File: src/rtl/if_fetch_unit.sv
// Instruction fetch stage: owns the PC, issues one outstanding imem request at a time
// and registers each fetched word with its PC+4 for the IF/ID boundary.
//
// state   | meaning
// S_REQ   | request at pc outstanding; response goes to output or skid
// S_HOLD  | skid holds one fetched word while downstream is stalled; no request
// S_DISCARD | request issued before a redirect still in flight; its data is dropped
module if_fetch_unit #(
   parameter logic [31:0] RESET_PC = 32'h0000_0000
) (
   input  logic        clk_i,
   input  logic        reset_i,
   input  logic        stall_i,
   input  logic        redirect_valid_i,
   input  logic [31:0] redirect_pc_i,
   output logic        imem_req_o,
   output logic [31:0] imem_addr_o,
   input  logic        imem_ready_i,
   input  logic [31:0] imem_rdata_i,
   output logic [31:0] instr_out_o,
   output logic [31:0] pc4_out_o,
   output logic        instr_valid_o
);

   typedef enum logic [1:0] {S_REQ, S_HOLD, S_DISCARD} state_t;

   state_t      state_q, state_d;
   logic [31:0] pc_q, pc_d;
   logic [31:0] disc_addr_q, disc_addr_d;
   logic [31:0] skid_instr_q, skid_instr_d;
   logic [31:0] skid_pc4_q, skid_pc4_d;
   logic [31:0] instr_q, instr_d;
   logic [31:0] pc4_q, pc4_d;
   logic        valid_q, valid_d;
   logic [31:0] pc_plus4;

   assign pc_plus4 = pc_q + 32'd4;

   always_ff @(posedge clk_i) begin
      if (reset_i) begin
         state_q      <= S_REQ;
         pc_q         <= RESET_PC;
         disc_addr_q  <= RESET_PC;
         skid_instr_q <= 32'h0;
         skid_pc4_q   <= 32'h0;
         instr_q      <= 32'h0;
         pc4_q        <= 32'h0;
         valid_q      <= 1'b0;
      end else begin
         state_q      <= state_d;
         pc_q         <= pc_d;
         disc_addr_q  <= disc_addr_d;
         skid_instr_q <= skid_instr_d;
         skid_pc4_q   <= skid_pc4_d;
         instr_q      <= instr_d;
         pc4_q        <= pc4_d;
         valid_q      <= valid_d;
      end
   end

   always_comb begin
      state_d      = state_q;
      pc_d         = pc_q;
      disc_addr_d  = disc_addr_q;
      skid_instr_d = skid_instr_q;
      skid_pc4_d   = skid_pc4_q;
      instr_d      = instr_q;
      pc4_d        = pc4_q;
      valid_d      = valid_q;

      case (state_q)
         S_REQ: begin
            if (imem_ready_i) begin
               pc_d = pc_plus4;
               if (stall_i) begin
                  skid_instr_d = imem_rdata_i;
                  skid_pc4_d   = pc_plus4;
                  state_d      = S_HOLD;
               end else begin
                  instr_d = imem_rdata_i;
                  pc4_d   = pc_plus4;
                  valid_d = 1'b1;
               end
            end else if (!stall_i) begin
               instr_d = 32'h0;
               pc4_d   = 32'h0;
               valid_d = 1'b0;
            end
         end
         S_HOLD: begin
            if (!stall_i) begin
               instr_d      = skid_instr_q;
               pc4_d        = skid_pc4_q;
               valid_d      = 1'b1;
               skid_instr_d = 32'h0;
               skid_pc4_d   = 32'h0;
               state_d      = S_REQ;
            end
         end
         S_DISCARD: begin
            instr_d = 32'h0;
            pc4_d   = 32'h0;
            valid_d = 1'b0;
            if (imem_ready_i) state_d = S_REQ;
         end
         default: state_d = S_REQ;
      endcase

      // Redirect overrides everything; a request still in flight must finish before a new one.
      if (redirect_valid_i) begin
         pc_d         = {redirect_pc_i[31:2], 2'b00};
         skid_instr_d = 32'h0;
         skid_pc4_d   = 32'h0;
         instr_d      = 32'h0;
         pc4_d        = 32'h0;
         valid_d      = 1'b0;
         state_d      = S_REQ;
         if (state_q == S_REQ && !imem_ready_i) begin
            disc_addr_d = pc_q;
            state_d     = S_DISCARD;
         end else if (state_q == S_DISCARD && !imem_ready_i) begin
            state_d = S_DISCARD;
         end
      end
   end

   assign imem_req_o    = !reset_i && (state_q != S_HOLD);
   assign imem_addr_o   = (state_q == S_DISCARD) ? disc_addr_q : pc_q;
   assign instr_out_o   = instr_q;
   assign pc4_out_o     = pc4_q;
   assign instr_valid_o = valid_q;

endmodule

File: config.mk
export PLATFORM = sky130hd
export DESIGN_NAME = if_fetch_unit
export DESIGN_NICKNAME = d
export VERILOG_FILES = /design/src/rtl/if_fetch_unit.sv
export SDC_FILE = /design/constraint.sdc
export NUM_CORES = 1
export LEC_CHECK = 0
export CORE_MARGIN = 3
export CORE_UTILIZATION = 40
export CTS_BUF_LIST = sky130_fd_sc_hd__clkbuf_8
export DETAILED_ROUTE_END_ITERATION = 8
export GPL_TIMING_DRIVEN = 0
export PLACE_DENSITY = 0.66
export SYNTH_ARGS = -nofsm -noshare
export SYNTH_HDL_FRONTEND = slang
export SYNTH_SLANG_ARGS = --single-unit
File: constraint.sdc
create_clock -name clk_i -period 2.1 [get_ports clk_i]
set_input_delay 0.63 -clock clk_i [delete_from_list [all_inputs] [get_ports clk_i]]
set_output_delay 0.63 -clock clk_i [all_outputs]
set_load 0.01 [all_outputs]
**Word-level counts from Yosys, hierarchy flattened**

Index checks and enable logic that the tools add are counted.

- Multiplexer cells: 31
- Shift-type cells: 0
- Reductions and logical operators: 18
- Add/subtract/negate cells: 1
- Equal/unequal tests: 12
- Order comparisons: 0
- Bitwise logic cells: 0
- Divide/modulo/power cells: 0
- Multiply operators: 0

Operator list:

| cell | number |
|---|---|
| $mux W32 | 15 |
| $pmux W32 S3 | 2 |
| $pmux W32 S2 | 2 |
| $add A32 B3 Y32 const B | 1 |
| $ne A3 B3 Y1 const B | 5 |
| $mux W2 | 7 |
| $ne A2 B2 Y1 const B | 4 |
| $reduce_and A2 Y1 | 4 |
| $reduce_and A4 Y1 | 2 |
| $pmux W2 S3 | 1 |
| $reduce_bool A2 Y1 | 3 |
| $logic_and A1 B1 Y1 | 3 |
| $mux W1 | 3 |
| $pmux W1 S3 | 1 |
| $reduce_and A3 Y1 | 1 |
| $reduce_bool A3 Y1 | 1 |
| $eq A2 B1 Y1 const B | 1 |
| $eq A2 B2 Y1 const B | 1 |
| $logic_not A1 Y1 | 2 |
| $logic_not A2 Y1 | 1 |
| $ne A2 B1 Y1 const B | 1 |
| $reduce_or A2 Y1 | 1 |

- Bits in registers: 195
- Word-level logic and storage cells: 71
- Bits in read-only memories: 0
- Bits in latches: 0
- Memory bits (writable): 0
- Memories kept: 0
- Output and inout bits: 98
- Bits of input ports: 69

**Longest topological paths before layout**

Gate-level depths: netlist (run 1).

- Depth in word-level cells: 5
- Gate-level depth with buffers: 9
- Gate-level depth less buffers: 6

**Least setup slack after synthesis (run 1)**

OpenSTA, ideal clock, no wires.

- Path type: input -> output
- Start point: input reset_i
- End point: output imem_req_o
- Data arrival time: 1541 ps
- Required time: 1470 ps
- Cell stages on the path: 4
- Slack: -71 ps
- Buffers on the path: 3
- Cell sequence: clkbuf_1 > clkbuf_1 > buf_1 > nor2_1

- Word-level cells in the longest chain between the ends: 2

RTL lines:

| what | RTL line | text |
|---|---|---|
| from (decl) | 12 | `input logic reset_i,` |
| $logic_not A1 Y1 | 127 | `assign imem_req_o = !reset_i && (state_q != S_HOLD);` |
| $logic_and A1 B1 Y1 | 127 |  |
| to (decl) | 16 | `output logic imem_req_o,` |

Every way passes these cells.

**Worst setup path after layout (run 1)**

- Start point: register state_q[0]
- End point: output imem_addr_o[5]

- Word-level cells in the longest chain between the ends: 2

RTL lines:

| what | RTL line | text |
|---|---|---|
| from (decl) | 27 | `state_t state_q, state_d;` |
| from (signal assigned) | 50 | `state_q <= state_d;` |
| $eq A2 B2 Y1 | 128 | `assign imem_addr_o = (state_q == S_DISCARD) ? disc_addr_q : pc_q;` |
| $mux W32 | 128 |  |
| to (decl) | 17 | `output logic [31:0] imem_addr_o,` |

Every way passes these cells.

==> results.toml, run 1 <==
[status]
status = "complete, but fails checks"
violations = "negative setup slack"

[min_path]
hold_class = "register to register"

[synth]
yosysUniqueCellTypes = 68
ys_top_cells_by_area = "dfxtp_1 40%, a21oi_1 5.6%, nor2_1 5.2%, nand2_1 4.9%, clkbuf_1 3.7%"
synth-seq-area-share_pct = 39.7
synthArstFlopShare_pct = 0
ys_warn_count = 0
ys_ff_latch = 187
syn-cell-area_mm2 = 0.00943
ys.flop_type = "dfxtp_1"
yosysTopAreaCell = "dfxtp_1"
synth_cells = 1191
yosysTopAreaCellShare_pct = 39.7
synth_edf_count = 0
post_synth.cell_area_avg_um2 = 7.92

[timing]
fin_crit_sh_pct = 116
maxClockFrequency_mhz = 410
relSlewSlack_pct = 51.7
skew_ns = 0.0174
layout_min_cycle_time_ns = 2.44
worst_slack_ns = -0.340
drv_slew = 0
rsz0062_at_grt = "yes"
setup_violations = 48
tns_ns = -9.72
report.final.hold_viol_count = 0
worstMarginPinSlew_ns = 0.725

[placed_design]
placed_area_mm2 = 0.0114
routabilityCongestion = 0.909
port_buffers = 157
dpl.hpwl_um = 24700

[layout]
design_area_mm2 = 0.0136
fill_cells = 1993
nets = 1509
drive_above_1_share_pct = 26.9
antenna_cells = 0
final_cell_mix = "171 x dfxtp_1, 122 x nor2_1, 120 x clkdlybuf4s50_1"
multi_input_area_mm2 = 0.00578
areaGrowthSynthToFinish_pct = 44.5
mostFrequentLayoutCell = "dfxtp_1"
post-route-util_pct = 59.5
seq_area_mm2 = 0.00377

[floorplanning]
ioPinCount = 167
die-area_mm2 = 0.0255
die_y_um = 160
rows = 55
die_w_um = 160
coreArea_mm2 = 0.0229
initial_core_util_pct = 41.2

[pwr]
p_leak_nw = 5.16
vdd_drop_max_mv = 0.394
power_density_mw_per_mm2 = 619
total_power_mw = 8.43

[critical_path]
crit_type = "register to primary output"
startpoint_type = "register"
rrSetupSlack_ns = -0.07
cp-end-kind = "primary output"
cp_max_fo = 5
worst_ep_required_time_ns = 1.47
arrival_ns = 1.81

[clock_network]
cts_tree = "built"
clockRootBuffer = "clkbuf_8"
cts_sinks = 187
cts_hold_buf = 0
clock_latency_ns = 0.49
cts_buffers = 17
htree_levels = 4
cts_buffer_depth = 2
path_clk_slew_ns = 0.11

[flow_run]
drv_cap = 0

[global_routing]
grt_antenna_before_repair = 0
grt_pass1_vias = 9629
track_usage_pct = 26.4
grt_pass1_wl_um = 53800
gr-total-overflow = 0
grt_max_degree = 18

[detailed_routing]
drtAntennaViolNets = 0
via_count = 10500
drc_errors = 0
wl_per_cell_um = 20.7
wl_um = 36500
firstDrtPassIters = 8
drtIter0Drc = 1045
viasPerCell = 5.98
==> sequential cells by signal (all words and copies together) (netlist names) <==
| register | flops |
|---|---|
| state_q | 2 |
| pc_q | 30 |
| pc4_out_o | 30 |
| instr_out_o | 32 |
| instr_valid_o | 1 |
| skid_pc4_q | 30 |
| skid_instr_q | 32 |
| disc_addr_q | 30 |
==> path summary, 6_finish.rpt <==
kind / from / to / depth (start not counted)
max: state_q[0]$_SDFFE_PP0P_ / imem_addr_o[5] / 6
min reg2reg: skid_pc4_q[16]$_SDFFE_PP0P_ / skid_pc4_q[16]$_SDFFE_PP0P_ / 2
min: skid_pc4_q[16]$_SDFFE_PP0P_ / skid_pc4_q[16]$_SDFFE_PP0P_ / 2
max reg2reg: state_q[1]$_SDFFE_PP0P_ / pc_q[22]$_SDFFE_PP0P_ / 12
==> stage by stage <==
stage | setup WS (ns) | instances | hold slack [ns]
finish | -0.340 | 1761 | 0.456
global route | -0.385 | 1761 | 0.466
CTS | -0.352 | 1709 | 0.457
detailed placement | -1.47 | 1664 | 0.440
global placement | -1.47 | 1664 | 0.436
floorplan | 0.00629 | 1194 | 0.425
==> power by group <==
group | internal [mW] | switching, mW
combinational | 0.894 | 1.03
sequential | 3.69 | 0.107
clock | 1.24 | 1.47
==> synthesized netlist by cell type, types with 3 or more instances <==
library cell / n
or2_2: 3
nand4bb_1: 3
and4_1: 7
nor3b_1: 33
dfxtp_1: 187
a2111oi_0: 11
nand3_1: 33
nor3_1: 54
o21ai_0: 51
a211o_1: 4
mux2_2: 23
a21oi_1: 105
nor4_1: 14
clkbuf_1: 93
buf_2: 13
nand4b_1: 3
nor2_1: 130
o2111ai_1: 14
and2_1: 5
mux2i_1: 4
o21ai_1: 4
buf_4: 11
a311o_1: 3
nand2_1: 123
ha_1: 5
and3_1: 7
a211oi_1: 14
buf_1: 17
o211ai_1: 16
inv_1: 21
nand2b_1: 8
a311oi_1: 11
xnor2_1: 17
nor2b_1: 4
or4_1: 14
o21a_1: 8
nand4_1: 26
a221oi_1: 38
or3_1: 12
==> critical path, cell delays in order (launching register included) <==
cell	delay, ns
dfxtp_4	0.36
inv_4	0.06
ha_4	0.19
buf_6	0.14
clkbuf_16	0.14
mux2_4	0.31
buf_6	0.12
==> kinds of logic (layout without fill, tap and decap cells) <==
kind of cell	count (synthesis)	after routing	synth area share [%]
AO/OA/AOI/OAI	304	304	21.4
XOR/XNOR	19	19	1.76
adder cells (fa/ha/maj)	5	5	0.663
buffers and inverters	156	410	6.90
flip-flops	187	187	39.7
multiplexers	27	27	3.17
other	1	4	0.0398
AND/OR/NAND/NOR	492	492	26.4
==> routing by layer <==
| metal | vias to the layer above | GRT usage, % | routed length (µm) |
|---|---|---|---|
| met5 | - | 0 | 0 |
| met4 | 0 | 10.3 | 1180 |
| met3 | 84 | 4.50 | 3020 |
| met2 | 543 | 41.9 | 17100 |
| met1 | 5095 | 35.8 | 15300 |
| li1 | 4817 | - | - |
==> area by class of cell <==
type                            count  share of cell area, %
Buffer                            127                   6.73
Clock buffer                       18                   1.82
Tap cell                          313                   2.87
Sequential cell                   187                   27.7
Timing Repair Buffer              230                   16.5
Inverter                           21                  0.624
Multi-Input combinational cell    851                   42.4
Clock inverter                     14                   1.35
==> what timing repair did <==
item	4_1_cts	5_1_grt
gates cloned	3	3
pin swaps	10	38
resized for setup	335	231
setup endpoints to repair	220	209
buffers inserted	16	52
No activity file was read; power rests on OpenSTA's default activity.
==> run 2: changes to the inputs <==
Settings changed: CAP_MARGIN set to 20, CORE_ASPECT_RATIO set to 1.4, PLACE_DENSITY 0.66 to unset, PLACE_DENSITY_LB_ADDON set to 0.05.
==> run 2 against run 1 <==
  * The flow still finishes with violations (negative setup slack)
  * Final area is 4.6% lower
  * Clock-buffer cell count is 5 higher
  * First-iteration DRC count is 40% lower
  * Clock skew hardly changed
  * Combinational power is 9.8% lower
  * Via count is 3.8% lower
  * Global-route usage is 0.73 points higher
  * Non-clock buffer count is 20 lower
  * Sequential share of layout area is 1.3 points higher
  * Die area is 0.10% higher
  * Final cell count is 1.8% lower
  * Critical endpoint is now imem_addr_o[20]
  * Highest routed layer unchanged
==> results.toml, run 2 (synthesized netlist as in run 1, its figures left out) <==
[status]
status = "complete, but fails checks"
violations = "negative setup slack"

[detailed_routing]
firstDrtPassIters = 5
drc_errors = 0
drtIter0Drc = 622
wl_um = 35900
drtAntennaViolNets = 0
via_count = 10100
wl_per_cell_um = 20.8
viasPerCell = 5.86

[global_routing]
gr-total-overflow = 0
grt_antenna_before_repair = 0
grt_max_degree = 17
grt_pass1_vias = 9595
track_usage_pct = 27.1
grt_pass1_wl_um = 54400

[clock_network]
clock_latency_ns = 0.49
htree_levels = 4
clockRootBuffer = "clkbuf_8"
cts_buffers = 17
cts_sinks = 187
cts_buffer_depth = 2
cts_tree = "built"
path_clk_slew_ns = 0.10

[layout]
drive_above_1_share_pct = 22.2
seq_area_mm2 = 0.00377
final_cell_mix = "176 x dfxtp_1, 127 x nor2_1, 119 x clkdlybuf4s50_1"
mostFrequentLayoutCell = "dfxtp_1"
fill_cells = 2132
nets = 1489
antenna_cells = 0
areaGrowthSynthToFinish_pct = 37.9
post-route-util_pct = 56.9
design_area_mm2 = 0.0130
multi_input_area_mm2 = 0.00551
instances_no_fill = 1729

[critical_path]
r2r-end = "skid_pc4_q[29]$_SDFFE_PP0P_"
arrival_ns = 1.80
cp-end-kind = "primary output"
r2r-start = "pc_q[11]$_SDFFE_PP0P_"
r2r_cells = 6
crit_type = "register to primary output"
worst_ep_required_time_ns = 1.47
rrSetupSlack_ns = 0.03
cp_max_fo = 7
startpoint_type = "register"

[pwr]
p_comb_share_pct = 21.7
clockPowerShare_pct = 31.0
vdd_drop_max_mv = 0.416
power_density_mw_per_mm2 = 616
switching_share_pct = 30.3
power_frac_seq_pct = 47.2
intPower_mw = 5.59
power.switching_mw = 2.43
p_leak_nw = 4.92
total_power_mw = 8.02

[timing]
setup_violations = 31
worst_slack_ns = -0.329
skew_ns = 0.0177
relSlewSlack_pct = 55.5
maxClockFrequency_mhz = 412
fin_crit_sh_pct = 116
layout_min_cycle_time_ns = 2.43
drv_slew = 0
report.final.hold_viol_count = 0
worstMarginPinSlew_ns = 0.668
rsz0062_at_grt = "yes"

[floorplanning]
initial_core_util_pct = 41.3
ioPinCount = 167
die_y_um = 188
die-area_mm2 = 0.0255
rows = 65
coreArea_mm2 = 0.0229
die_w_um = 136

[placed_design]
placed_area_mm2 = 0.0114
routabilityCongestion = 0.925
port_buffers = 157
place_ws_ns = -1.52
placedCellCount = 1652
dpl.hpwl_um = 25500

[min_path]
holdPathStages = 2
hold_path_startpoint = "skid_pc4_q[11]$_SDFFE_PP0P_"
holdPathEnd = "skid_pc4_q[11]$_SDFFE_PP0P_"
hold_class = "register to register"

[flow_run]
drv_cap = 0
==> run 2: cell count changes in the layout (fill, tap and decap cells not counted), moves of 6 or more <==
| cell | change |
|---|---|
| nor3b_1 | +10 |
| clkbuf_8 | +9 |
| buf_4 | -14 |
| buf_8 | -7 |
| buf_6 | -14 |
| nor3b_2 | -10 |
| clkbuf_1 | +7 |
| a221oi_1 | +7 |
| dfxtp_2 | -6 |
| a221oi_2 | -6 |
| clkbuf_4 | +6 |
==> run 2: final cells by class <==
cell class              instances  share of cell area [%]
well taps                     301                    2.89
clock buffers                  23                    2.43
clock inverters                 9                   0.664
plain buffers                 129                    6.69
repair buffers                208                    15.4
inverters                      21                   0.625
flip-flops and latches        187                    29.0
multi-input cells             851                    42.3
==> run 2: routing by layer <==
layer | global-route usage [%] | up-vias | routed length [µm]
li1 | - | 4765 | -
met1 | 33.6 | 4852 | 14500
met2 | 46.4 | 433 | 17900
met3 | 4.80 | 86 | 2270
met4 | 10.9 | 0 | 1290
met5 | 0 | - | 0
==> run 2: power by group through the flow <==
stage	Combinational [mW]	Clock [mW]	Sequential (mW)
after CTS	1.64	2.54	3.78
after global placement	1.49	0	3.85
final	1.74	2.49	3.79
after global routing	1.87	2.65	3.80
after floorplan	0.805	0	3.86
after detailed placement	1.49	0	3.85
==> run 2: how the worst max path moves through the flow <==
stage	startpoint	cells past startpoint	endpoint	slack, ns
6_report	state_q[0]$_SDFFE_PP0P_	5	imem_addr_o[20]	-0.33
5_1_grt	state_q[0]$_SDFFE_PP0P_	5	imem_addr_o[29]	-0.37
4_1_cts	state_q[0]$_SDFFE_PP0P_	5	imem_addr_o[29]	-0.33
3_5_place_dp	reset_i	6	imem_req_o	-1.52
3_3_place_gp	reset_i	6	imem_req_o	-1.50
2_1_floorplan	stall_i	7	instr_out_o[25]$_SDFFE_PP0P_	0.006
==> run 2: metrics by stage <==
step	TNS [ns]	hold slack (ns)
floorplan	0	0.425
global placement	-161.03	0.436
detailed placement	-162.51	0.443
CTS	-9.48	0.457
global route	-10.89	0.478
finish	-9.12	0.455
==> run 2: worst max-delay path, cell delays in order (launching register included) <==
cell and delay, ns:
dfxtp_4 0.37, inv_4 0.06, ha_4 0.25, clkbuf_8 0.20
mux2_4 0.30, buf_6 0.12
==> run 2: what timing repair did <==
item	in CTS	in global routing
hold buffers	0	0
resized for setup	331	110
cloned	3	0
setup endpoints to repair	222	211
buffers inserted	14	34
pin swaps	13	7
